$ cat src/rtl/alu_seq_ctrl_if.sv
// Byte-stream, ALU-load and result handshake signals of the ALU sequencer.
// slave is the sequencer's view; master is the surrounding system's view.
interface alu_seq_ctrl_if #(
  parameter int W = 8
);
  logic [W-1:0] in_data;
  logic         in_valid;
  logic         in_ready;
  logic [W-1:0] alu_sw;
  logic         alu_en_a;
  logic         alu_en_b;
  logic         alu_en_op;
  logic [W-1:0] alu_y;
  logic [4:0]   alu_flags;
  logic [W-1:0] out_data;
  logic [4:0]   out_flags;
  logic         out_valid;
  logic         out_ready;
  logic         busy;

  modport slave (
    input  in_data, in_valid, alu_y, alu_flags, out_ready,
    output in_ready, alu_sw, alu_en_a, alu_en_b, alu_en_op,
           out_data, out_flags, out_valid, busy
  );

  modport master (
    output in_data, in_valid, alu_y, alu_flags, out_ready,
    input  in_ready, alu_sw, alu_en_a, alu_en_b, alu_en_op,
           out_data, out_flags, out_valid, busy
  );
endinterface

$ cat src/rtl/alu_seq_ctrl.sv
// Loads A, B and opcode bytes into the ALU top, waits SETTLE cycles and returns the result.
// Optional ALU_SEQ_FLAGS_BYTE_EN: a second result byte carrying the flags follows y.
module alu_seq_ctrl #(
  parameter int W      = 8,
  parameter int WOP    = 6,
  parameter int SETTLE = 1
) (
  input logic           clk,
  input logic           rst,
  alu_seq_ctrl_if.slave bus
);

  if (SETTLE < 1 || SETTLE > 15 || WOP > W || W < 5) begin : g_param_check
    $error("alu_seq_ctrl: illegal parameter set");
  end

`ifdef ALU_SEQ_FLAGS_BYTE_EN
  typedef enum logic [2:0] {S_A, S_B, S_OP, S_WAIT, S_RES, S_FLG} state_t;
`else
  typedef enum logic [2:0] {S_A, S_B, S_OP, S_WAIT, S_RES} state_t;
`endif

  state_t       state;
  logic [3:0]   settle_cnt;
  logic [W-1:0] out_data_r;
  logic [4:0]   out_flags_r;
  logic         out_valid_r;
  logic         in_ready_c;
  logic         in_hs;

  assign in_ready_c = (state == S_A) || (state == S_B) || (state == S_OP);
  assign in_hs      = bus.in_valid && in_ready_c && !rst;

  // Enables are combinational so the ALU registers load on the handshake edge itself.
  assign bus.in_ready  = in_ready_c;
  assign bus.alu_sw    = bus.in_data;
  assign bus.alu_en_a  = in_hs && (state == S_A);
  assign bus.alu_en_b  = in_hs && (state == S_B);
  assign bus.alu_en_op = in_hs && (state == S_OP);
  assign bus.busy      = (state != S_A);
  assign bus.out_data  = out_data_r;
  assign bus.out_flags = out_flags_r;
  assign bus.out_valid = out_valid_r;

  always_ff @(posedge clk) begin
    if (rst) begin
      state       <= S_A;
      settle_cnt  <= 4'd0;
      out_data_r  <= '0;
      out_flags_r <= '0;
      out_valid_r <= 1'b0;
    end else begin
      case (state)
        S_A: if (in_hs) state <= S_B;
        S_B: if (in_hs) state <= S_OP;
        S_OP: begin
          if (in_hs) begin
            state      <= S_WAIT;
            settle_cnt <= 4'(SETTLE - 1);
          end
        end
        S_WAIT: begin
          if (settle_cnt == 4'd0) begin
            out_data_r  <= bus.alu_y;
            out_flags_r <= bus.alu_flags;
            out_valid_r <= 1'b1;
            state       <= S_RES;
          end else begin
            settle_cnt <= settle_cnt - 4'd1;
          end
        end
        S_RES: begin
          if (out_valid_r && bus.out_ready) begin
`ifdef ALU_SEQ_FLAGS_BYTE_EN
            // Result byte taken; keep valid high and present the flags byte next.
            out_data_r <= {{(W-5){1'b0}}, out_flags_r};
            state      <= S_FLG;
`else
            out_valid_r <= 1'b0;
            state       <= S_A;
`endif
          end
        end
`ifdef ALU_SEQ_FLAGS_BYTE_EN
        S_FLG: begin
          if (out_valid_r && bus.out_ready) begin
            out_valid_r <= 1'b0;
            state       <= S_A;
          end
        end
`endif
        default: state <= S_A;
      endcase
    end
  end

endmodule

$ cat src/flat_wrapper.sv
// flat-port wrapper written by rule: the top's interface ports become plain ports
module alu_seq_ctrl_flat 
#(
  parameter int W      = 8,
  parameter int WOP    = 6,
  parameter int SETTLE = 1
)
  (clk, rst, bus_in_data, bus_in_valid, bus_alu_y, bus_alu_flags, bus_out_ready, bus_in_ready, bus_alu_sw, bus_alu_en_a, bus_alu_en_b, bus_alu_en_op, bus_out_data, bus_out_flags, bus_out_valid, bus_busy);
  alu_seq_ctrl_if #(.W(W)) bus_i ();
  input logic clk;
  input logic rst;
  input wire logic [$bits(bus_i.in_data)-1:0] bus_in_data;
  input wire logic [$bits(bus_i.in_valid)-1:0] bus_in_valid;
  input wire logic [$bits(bus_i.alu_y)-1:0] bus_alu_y;
  input wire logic [$bits(bus_i.alu_flags)-1:0] bus_alu_flags;
  input wire logic [$bits(bus_i.out_ready)-1:0] bus_out_ready;
  output wire logic [$bits(bus_i.in_ready)-1:0] bus_in_ready;
  output wire logic [$bits(bus_i.alu_sw)-1:0] bus_alu_sw;
  output wire logic [$bits(bus_i.alu_en_a)-1:0] bus_alu_en_a;
  output wire logic [$bits(bus_i.alu_en_b)-1:0] bus_alu_en_b;
  output wire logic [$bits(bus_i.alu_en_op)-1:0] bus_alu_en_op;
  output wire logic [$bits(bus_i.out_data)-1:0] bus_out_data;
  output wire logic [$bits(bus_i.out_flags)-1:0] bus_out_flags;
  output wire logic [$bits(bus_i.out_valid)-1:0] bus_out_valid;
  output wire logic [$bits(bus_i.busy)-1:0] bus_busy;
  assign bus_i.in_data = bus_in_data;
  assign bus_i.in_valid = bus_in_valid;
  assign bus_i.alu_y = bus_alu_y;
  assign bus_i.alu_flags = bus_alu_flags;
  assign bus_i.out_ready = bus_out_ready;
  assign bus_in_ready = bus_i.in_ready;
  assign bus_alu_sw = bus_i.alu_sw;
  assign bus_alu_en_a = bus_i.alu_en_a;
  assign bus_alu_en_b = bus_i.alu_en_b;
  assign bus_alu_en_op = bus_i.alu_en_op;
  assign bus_out_data = bus_i.out_data;
  assign bus_out_flags = bus_i.out_flags;
  assign bus_out_valid = bus_i.out_valid;
  assign bus_busy = bus_i.busy;
  alu_seq_ctrl #(.W(W), .WOP(WOP), .SETTLE(SETTLE)) u_core (.clk(clk), .rst(rst), .bus(bus_i));
endmodule
$ cat config.mk
export PLATFORM = sky130hd
export DESIGN_NAME = alu_seq_ctrl_flat
export DESIGN_NICKNAME = d
export VERILOG_FILES = /design/src/rtl/alu_seq_ctrl_if.sv /design/src/rtl/alu_seq_ctrl.sv /design/src/flat_wrapper.sv
export SDC_FILE = /design/constraint.sdc
export NUM_CORES = 1
export LEC_CHECK = 0
export ABC_AREA = 1
export CORE_MARGIN = 5
export CORE_UTILIZATION = 28
export DETAILED_ROUTE_END_ITERATION = 8
export PLACE_DENSITY = 0.72
export SLEW_MARGIN = 20
export SYNTH_ARGS = -nofsm -noshare
export SYNTH_HDL_FRONTEND = slang
export SYNTH_SLANG_ARGS = --single-unit
$ cat constraint.sdc
create_clock -name clk -period 1.2 [get_ports clk]
set_clock_uncertainty 0.1 [all_clocks]
set_input_delay 0.24 -clock clk [delete_from_list [all_inputs] [get_ports clk]]
set_output_delay 0.24 -clock clk [all_outputs]
set_load 0.005 [all_outputs]
==> results, run 1 <==
- The max-slew headroom at the worst pin is 75.9%.
- The critical path is of the flip-flop to output port type.
- The via count of the first global-routing pass is ~1,100.
- The nature of the critical path startpoint is a flip-flop.
- For the worst setup path, the data required time is between 800 and 900 ps.
- Entering global routing, the biggest net connects 18 pins.
- The detailed-placement wirelength estimate is about 1.9 mm.
- The clock drives 21 sinks.
- For this run the aggregate overflow at the end of global routing stands at 0.
- After detailed routing, the total wire length is around 3.3 mm.
- Setup repair after global routing could not meet its margin everywhere.
- In this run switching power makes up 29.7% of total power.
- The area of the die is 4730 µm².
- The part of the power in combinational logic is 31.8%.
- The area growth from synthesis to layout is 90.8%.
- Summing every instance area after synthesis gives ~970 µm².
- The yosys synthesis warning count is 0.
- 52 I/O pins were placed.
- The flow ran to the end, but the final reports show violations.
- The final reports fail on setup timing.
- The count of endpoints failing hold in the final timing report is 0.
- The CTS tree is yes.
- The max capacitance violation total is 0.
- Of the available clock period, the critical path in the final layout requires 127%.
- The number of flip-flops and latches in the synthesized netlist is 21.
- The sequential power share is between 40% and 50%.
- In the layout the commonest cells are buf_4 (27), nor2_1 (24), dfxtp_2 (17), clkdlybuf4s50_1 (14), buf_2 (13).
- The clock tree root driver cell is clkbuf_4.
- For this run, the top clock speed supported by timing is between 600 and 700 MHz.
- The clock network fraction of design power is a little over a fifth.
- The repair_antennas step left the layout with diodes totalling 0.
- The type of element capturing the critical path is an output port.
- Row generation in the floorplan step produced 21 rows.
- Grouping stages by cell kind, the critical path spends the most delay in flip-flops.
- After technology mapping, the gate count stands at roughly 140.
- Of the cells placed in the final design, the portion with a size suffix greater than 1 is between 60% and 70%.
- The longest individual stage delay on the worst path is between 300 and 400 ps.
- In this run the power spent charging and discharging nets is roughly 0.49 mW.
- The worst min-delay path class is input port to flip-flop.
- The total CTS buffers is 3.
- The first global-routing pass estimated 4.96 mm of wire.
- Including well taps, the total number of placed cells is about 230.
- The count of pins over their slew limit is 0.
- The count of nets left with antenna violations after detail routing is 0.
- On the final layout, the worst hold slack is 274 ps.
- Synthesis instantiated 20 different standard cells from the library.
- Along the worst path, the maximum fanout reaches 3.
- After detailed routing, the number of vias per cell comes to roughly 4.5.
- Setup total negative slack on the finished layout was measured at -5750 ps.
- The leakage power total is about 0.84 nW.
- The number of antenna violations at the first check in global routing is 1.
- VDD sags by at most approximately 660 µV.
- The filler cell count in the final layout is between 300 and 400.
- The transition at the pin with the smallest max-transition slack is approximately 360 ps.
- The area of the core region is ~3300 µm².
- The number of setup violations in the final report is 26.
- The clock period minus final worst setup slack is between 1500 and 2000 ps.
- The count of TritonRoute iterations in the first routing pass is 4.
- The post-synthesis net count is approximately 160.
- For this design, the slowest cell found on the critical path is dfxtp_4.
- The sequential share of the synthesized area is a little over two fifths.
- Power spread over the standard cell area amounts to approximately 890 nW/µm².
- Clock-pin slew was measured on the worst setup and hold paths at about 120 ps.
- After detailed routing, the average wire length per cell comes to around 13 µm.
- For the worst setup path, the data arrival time is around 1200 ps.
- The DRC violations left is 0.
- The latest clock arrival within the worst-skew pair is 310 ps.
- The maximum buffer depth of the clock tree is 2.
- The number of buffers added on ports is 35.
- The net count of the finished layout is 230.
- Once routing completed, OpenROAD measured the worst setup slack at -318 ps.
- The number of standard cells in the layout, taps in and fillers out is 248.
- Each instance of the synthesized netlist takes up on average roughly 7 µm².
- Leaving out fill and tap cells, the most frequent cell in the layout is buf_4.
- Hold repair after CTS inserted 0 buffers.
- From bottom edge to top edge, the die measures 68.8 µm.
- The placer's final routability congestion estimate is ~0.84.
- The signal on the critical path passes through buf_6 > nor4_4 > buf_2.
- Internal power comes to 1.15 mW.
- The critical path buffer and inverter count is 2.
- For this block, the initial DRC count from the detailed router was 49.
- The routed layout has 1,116 vias.
- Across every metal layer, demand over resource in global routing totals 14.1%.
- In this run the horizontal extent of the chip is between 60 and 70 µm.
- The initial utilization of the core area, before any placement, comes to about 29%.
- CTS built an H-tree with a depth of 1.
## state kept, by name, summed over array words and instances, names as in the netlist
register / flops
u_core.settle_cnt: 4
u_core.bus.out_data: 8
u_core.state: 3
u_core.bus.out_flags: 5
u_core.bus.out_valid: 1
## cells by family (layout without fill, tap and decap cells)
kind of cell / count (synthesis) / after routing / share of synthesized area (%)
AND/OR/NAND/NOR: 71 / 71 / 30.5
flip-flops: 21 / 21 / 43.5
buffers and inverters: 21 / 88 / 12.4
AO/OA/AOI/OAI: 20 / 20 / 11.0
adder cells (fa/ha/maj): 2 / 2 / 2.59
## worst reg2reg max path: stages, from the launching register on
cell and delay [ps]:
dfxtp_4 380, buf_6 130, nand2_2 80, nand2_2 70
buf_4 120, buf_4 120, buf_4 120, buf_4 120
nor2_2 70, nor2_1 50, nor2_1 80
## synthesized netlist by cell type
master | count | area (µm²)
a21oi_2 | 1 | 8.76
clkbuf_1 | 1 | 3.75
inv_2 | 2 | 7.51
o21ai_0 | 13 | 65.1
nor4_1 | 1 | 6.26
nor2_1 | 41 | 154
nor2_4 | 1 | 11.3
buf_6 | 1 | 11.3
nand2_2 | 1 | 6.26
ha_1 | 2 | 25.0
o21a_1 | 1 | 7.51
dfxtp_1 | 21 | 420
buf_4 | 9 | 67.6
nand3_2 | 1 | 10.0
nor3_1 | 1 | 5.00
a21oi_1 | 4 | 20.0
nand3_1 | 7 | 35.0
nand2_1 | 18 | 67.6
inv_1 | 8 | 30.0
o21ai_1 | 1 | 5.00
## path summary, 6_finish.rpt
kind | startpoint | cells after the start | slack [ps] | endpoint
setup / recovery | u_core.state[1] | 3 | -320 | bus_alu_en_b
hold reg to reg | u_core.bus.out_flags[3] | 2 | 400 | u_core.bus.out_flags[3]
setup reg to reg | u_core.state[1] | 10 | -280 | u_core.state[1]
hold / removal | rst | 3 | 270 | u_core.state[2]
## power groups by stage
stage	Combinational (mW)	Clock (mW)	Sequential (mW)
floorplan	0.158	0	0.777
global placement	0.371	0	0.773
detailed placement	0.377	0	0.773
CTS	0.484	0.358	0.761
global route	0.564	0.393	0.770
finish	0.519	0.351	0.764
## routing by layer
layer,up-vias,share of wire (%),global-route usage [%]
li1,558,-,-
met1,512,36,15.1
met2,34,54,25.0
met3,10,7.2,4.05
met4,2,1.6,7.54
met5,-,0.40,0
## stage by stage
step | util [%] | setup WS, ps | area [µm²] | power [mW]
2_1_floorplan | - | -20.3 | 992 | 0.935
3_3_place_gp | 45.3 | -763 | 1510 | 1.14
3_5_place_dp | 45.3 | -748 | 1510 | 1.15
4_1_cts | 53.9 | -341 | 1800 | 1.60
5_1_grt | 55.3 | -373 | 1850 | 1.73
6_report | 55.3 | -318 | 1850 | 1.63
## cell type report
cell class,instances,area (µm²),area share (%)
repair buffers,74,609,33.0
inverters,10,50.0,2.71
multi-input cells,93,653,35.4
well taps,46,57.6,3.12
flip-flops and latches,21,449,24.3
clock buffers,4,26.3,1.42
## what timing repair did
action	4_1_cts	5_1_grt
setup endpoints to repair	40	34
gates cloned	1	0
gates resized for setup	130	37
setup buffers	13	4
pin swaps	12	7
Power figures use the tool's default switching activity.
==> run 2: changes to the inputs <==
Settings changed: ABC_AREA 1 to not set, PLACE_DENSITY 0.72 to 0.68.
Clock period 1.2 ns to 1.9 ns, I/O delays scaled along.
==> run 2 against run 1 <==
The flow now finishes without violations. First-iteration DRC count rose by 10%. Die area grew 6.6%. Register-to-register slack gained 490 ps. Routed wire length decreased by 15%. Clock power shrank 19%. Global-route usage decreased by 3.0 points. Via count is 9.0% lower. Synthesized area rose by 7.8%. Largest cell class unchanged. Utilization shrank 14 points. Non-clock buffer count fell by 26.
==> results, run 2 <==
- After synthesis, the cell types taking the most area are dfxtp_1 (40%), a21oi_1 (8.6%), buf_4 (7.9%).
- The number of buffers added on ports is 35 (unchanged).
- The placer's final routability congestion estimate is 0.800 (-4.3%).
- The maximum buffer depth of the clock tree is 2 (unchanged).
- The top achievable clock speed is 543 MHz.
- The count of flip-flops with a built-in enable after synthesis is 0 (unchanged).
- Setup repair after global routing left no endpoint under its margin.
- The max capacitance violation total is 0 (unchanged).
- The share of cells above drive strength 1 is 16.6% (-48 points).
- The number of primary I/O pins came to 52 (unchanged).
- The worst-case register-to-register setup slack is 210 ps (+490 ps).
- The most frequently used flop master after synthesis is dfxtp_1.
- The chip width was 71.0 µm (+3.3%).
- The CTS clock-pin slew for the worst setup and hold paths is 80 ps (-40 ps).
- The tightest hold margin was 376 ps (+102 ps).
- The area of the die is 5040 µm² (+6.6%).
- The worst hold path terminates at u_core.bus.out_data[5].
- The type of element capturing the critical path is an output port.
- The number of antenna violations at the first check in global routing is 0 (-1).
- The die height is 71.0 µm (+3.3%).
- The count of endpoints failing hold in the final timing report is 0 (unchanged).
- The H-tree depth is 1 (unchanged).
- The area growth from synthesis to layout is 43.6%.
- The worst setup path is launched from a flip-flop.
- The detailed-route vias per instance is 4.96 (+10%).
- The number of different library cells in the post-synthesis netlist came to 31 (+55%).
- The initial core utilization came to 28.7% (-0.30 points).
- The initial DRC count was 54 (+10%).
- The startpoint identified for the worst register-to-register timing path is u_core.state[1].
- In the post-synthesis netlist, the cell with the most instances is dfxtp_1.
- The yosys synthesis warning count is 0 (unchanged).
- The total track usage is 11.1% (-3.0 points).
- The total vias in the final route was 1,016 (-9.0%).
- The post-synth design cell area came to 1040 µm² (+7.8%).
- The via count of the first global-routing pass is 1,038 (-6.1%).
- The switching power summed over all nets came to 0.198 mW (-59%).
- The DRC violations left is 0 (unchanged).
- The routed length per instance is 13.6 µm (+2.7%).
- The average cell area after synthesis came to 8.41 µm² (+17%).
- The part of the power in combinational logic was 14.9% (-17 points).
- The clock period minus final worst setup slack is between 1500 and 2000 ps.
- The highest fanout seen on the critical path is 4 (+1).
- The worst setup path category is flip-flop to output port.
- The CTS tree is yes.
- The area of the core region is 3630 µm² (+8.9%).
- The max-slew headroom at the worst pin is 74.7% (-1.2 points).
- The pin count of the biggest net entering global routing was 21 (+3).
- The post-synthesis instance total came to 124 (-8.1%).
- The clock tree root driver cell is clkbuf_8.
- The internal cell power is 0.673 mW (-41%).
- The power density normalized to cell area came to 582 nW/µm² (-34%).
- The library cells used most frequently in the layout, excluding fill and tap cells, are clkdlybuf4s50_1 (28), dfxtp_1 (20), a21oi_1 (18), o21ai_0 (14).
- The flow ran to the end, and the final reports show no timing, DRC or antenna violations.
- The sequential power share is 52.4% (+5.7 points).
- The count of pins over their slew limit is 0 (unchanged).
- The worst min-delay path class is flip-flop to flip-flop.
- The number of setup violations in the final report is 0 (-100%).
- The final routed wirelength across all metal layers came to 2.79 mm (-15%).
- The transition at the pin with the smallest max-transition slack was 379 ps (+20.2 ps).
- The share of async-settable or async-resettable flops after synthesis was 0% (unchanged).
- The fraction of post-synthesis cell area in the top cell type by area is 40.3% (-3.1 points).
- The flip-flop count of the largest register after layout is 8 (unchanged).
- The peak supply drop is 414 µV (-37%).
- The worst flop-to-flop path endpoint is u_core.settle_cnt[3].
- Ranked by instance count, the synthesized netlist is headed by dfxtp_1 (21), a21oi_1 (18), o21ai_0 (14), nand3_1 (13), buf_4 (11).
- The sequential share of the synthesized area is 40.3% (-3.1 points).
- The wire length of the first global-routing pass came to 4.57 mm (-7.8%).
- The ratio of final minimum period to clock period is a little under 100%.
- The total CTS buffers is 3 (unchanged).
- The worst min-delay path startpoint is u_core.bus.out_data[5].
- The detailed-placement wirelength estimate was 2.05 mm (+7.4%).
- The count of TritonRoute iterations in the first routing pass came to 4 (unchanged).
- The power consumption is 0.870 mW (-47%).
- The number of flip-flops and latches in the synthesized netlist came to 21 (unchanged).
- The total clock sinks is 21 (unchanged).
- dfxtp_1 takes more of the synthesized area than any other cell.
- The count of cells along the worst hold path was 2 (-1).
- The leftover overflow at the end of global routing is 0 (unchanged).
- The switching share of total power is 22.7% (-7.0 points).
- The diode insertion count for antenna repair was 0 (unchanged).
- The length in cells of the worst reg-to-reg path is 4 (-6).
- Leaving out fill and tap cells, the most frequent cell in the layout is clkdlybuf4s50_1.
- The post-synthesis net count is 151 (-6.8%).
- The latest clock arrival within the worst-skew pair is 260 ps (-50 ps).
- The net count of the finished layout was 185 (-20%).
- The clock network fraction of design power is 32.7% (+11 points).
- The count of nets left with antenna violations after detail routing is 0 (unchanged).
- The leakage power total is 0.583 nW (-31%).
- The row count came to 22 (+4.8%).
- The worst endpoint data arrival time is 1360 ps (+180 ps).
- The worst endpoint required time was 1420 ps (+560 ps).
run 2: worst max-delay path by stage:
stage / from / end / slack, ps / cells after the start
after global routing: u_core.state[2] / bus_busy / 5 / 3
after CTS: u_core.state[0] / bus_in_ready / 20 / 3
final: u_core.state[2] / bus_busy / 60 / 3
after global placement: bus_in_valid / bus_alu_en_b / -340 / 5
after floorplan: u_core.settle_cnt[0] / u_core.settle_cnt[2] / 300 / 6
after detailed placement: bus_in_valid / bus_alu_en_b / -510 / 5
run 2: cells by family (layout without fill, tap and decap cells):
kind of cell               count (synthesis)  in the layout  synth area share [%]
AOI/OAI and AO/OA                         42             42                  22.5
adders and majority gates                  2              2                  2.40
DFF                                       21             21                  40.3
buffers and inverters                     23             56                  13.7
and+or+nand+nor                           36             36                  21.1
run 2: layout make-up:
class	instances	area [µm²]
Clock buffer	3	41.3
Clock inverter	1	5.00
Fill cell	389	2140
Inverter	4	15.0
Multi-Input combinational cell	80	510
Sequential cell	21	422
Tap cell	48	60.1
Timing Repair Buffer	48	443
run 2: per-stage QoR:
stage | cell area (µm²) | instances | TNS [ps] | util [%] | setup WS [ps]
3_5_place_dp | 1420 | 200 | -1180 | 39.1 | -506
4_1_cts | 1490 | 205 | 0 | 40.9 | 15.3
6_report | 1500 | 205 | 0 | 41.2 | 58.1
5_1_grt | 1500 | 205 | 0 | 41.2 | 5.20
2_1_floorplan | 1040 | 124 | 0 | - | 301
3_3_place_gp | 1420 | 200 | -981 | 39.1 | -337
run 2: what timing repair did:
action | 4_1_cts | 5_1_grt
gates resized for setup | 11 | 3
endpoints found under the setup margin | 4 | 2
setup buffers | 1 | 0
pin swaps | 2 | 0
hold buffers | 0 | 0
gates cloned | 0 | 0
endpoints found under the hold margin | 0 | 0
run 2: metal layers:
metal	vias up	global-route usage [%]	part of all wire (%)
met5	-	0	0
met4	0	2.71	1.0
met3	4	3.55	3.9
met2	23	21.5	54
met1	489	11.5	41
li1	500	-	-
run 2: power by group through the flow:
stage | combinational, mW | clock [mW] | sequential (mW)
after floorplan | 0.0636 | 0 | 0.464
after global placement | 0.126 | 0 | 0.465
after detailed placement | 0.129 | 0 | 0.465
after CTS | 0.129 | 0.299 | 0.456
after global routing | 0.141 | 0.313 | 0.458
final | 0.129 | 0.285 | 0.456
run 2: worst max-delay path: stages, from the launching register on:
cell	delay, ps
dfxtp_2	340
buf_4	140
or3_1	360
dlygate4sd2_1	270
==> run 3: changes to the inputs <==
Settings changed: ABC_CLOCK_PERIOD_IN_PS set to 1900.
==> results of run 3 <==
Final layout, timing and power as in run 2 (identical DEF).
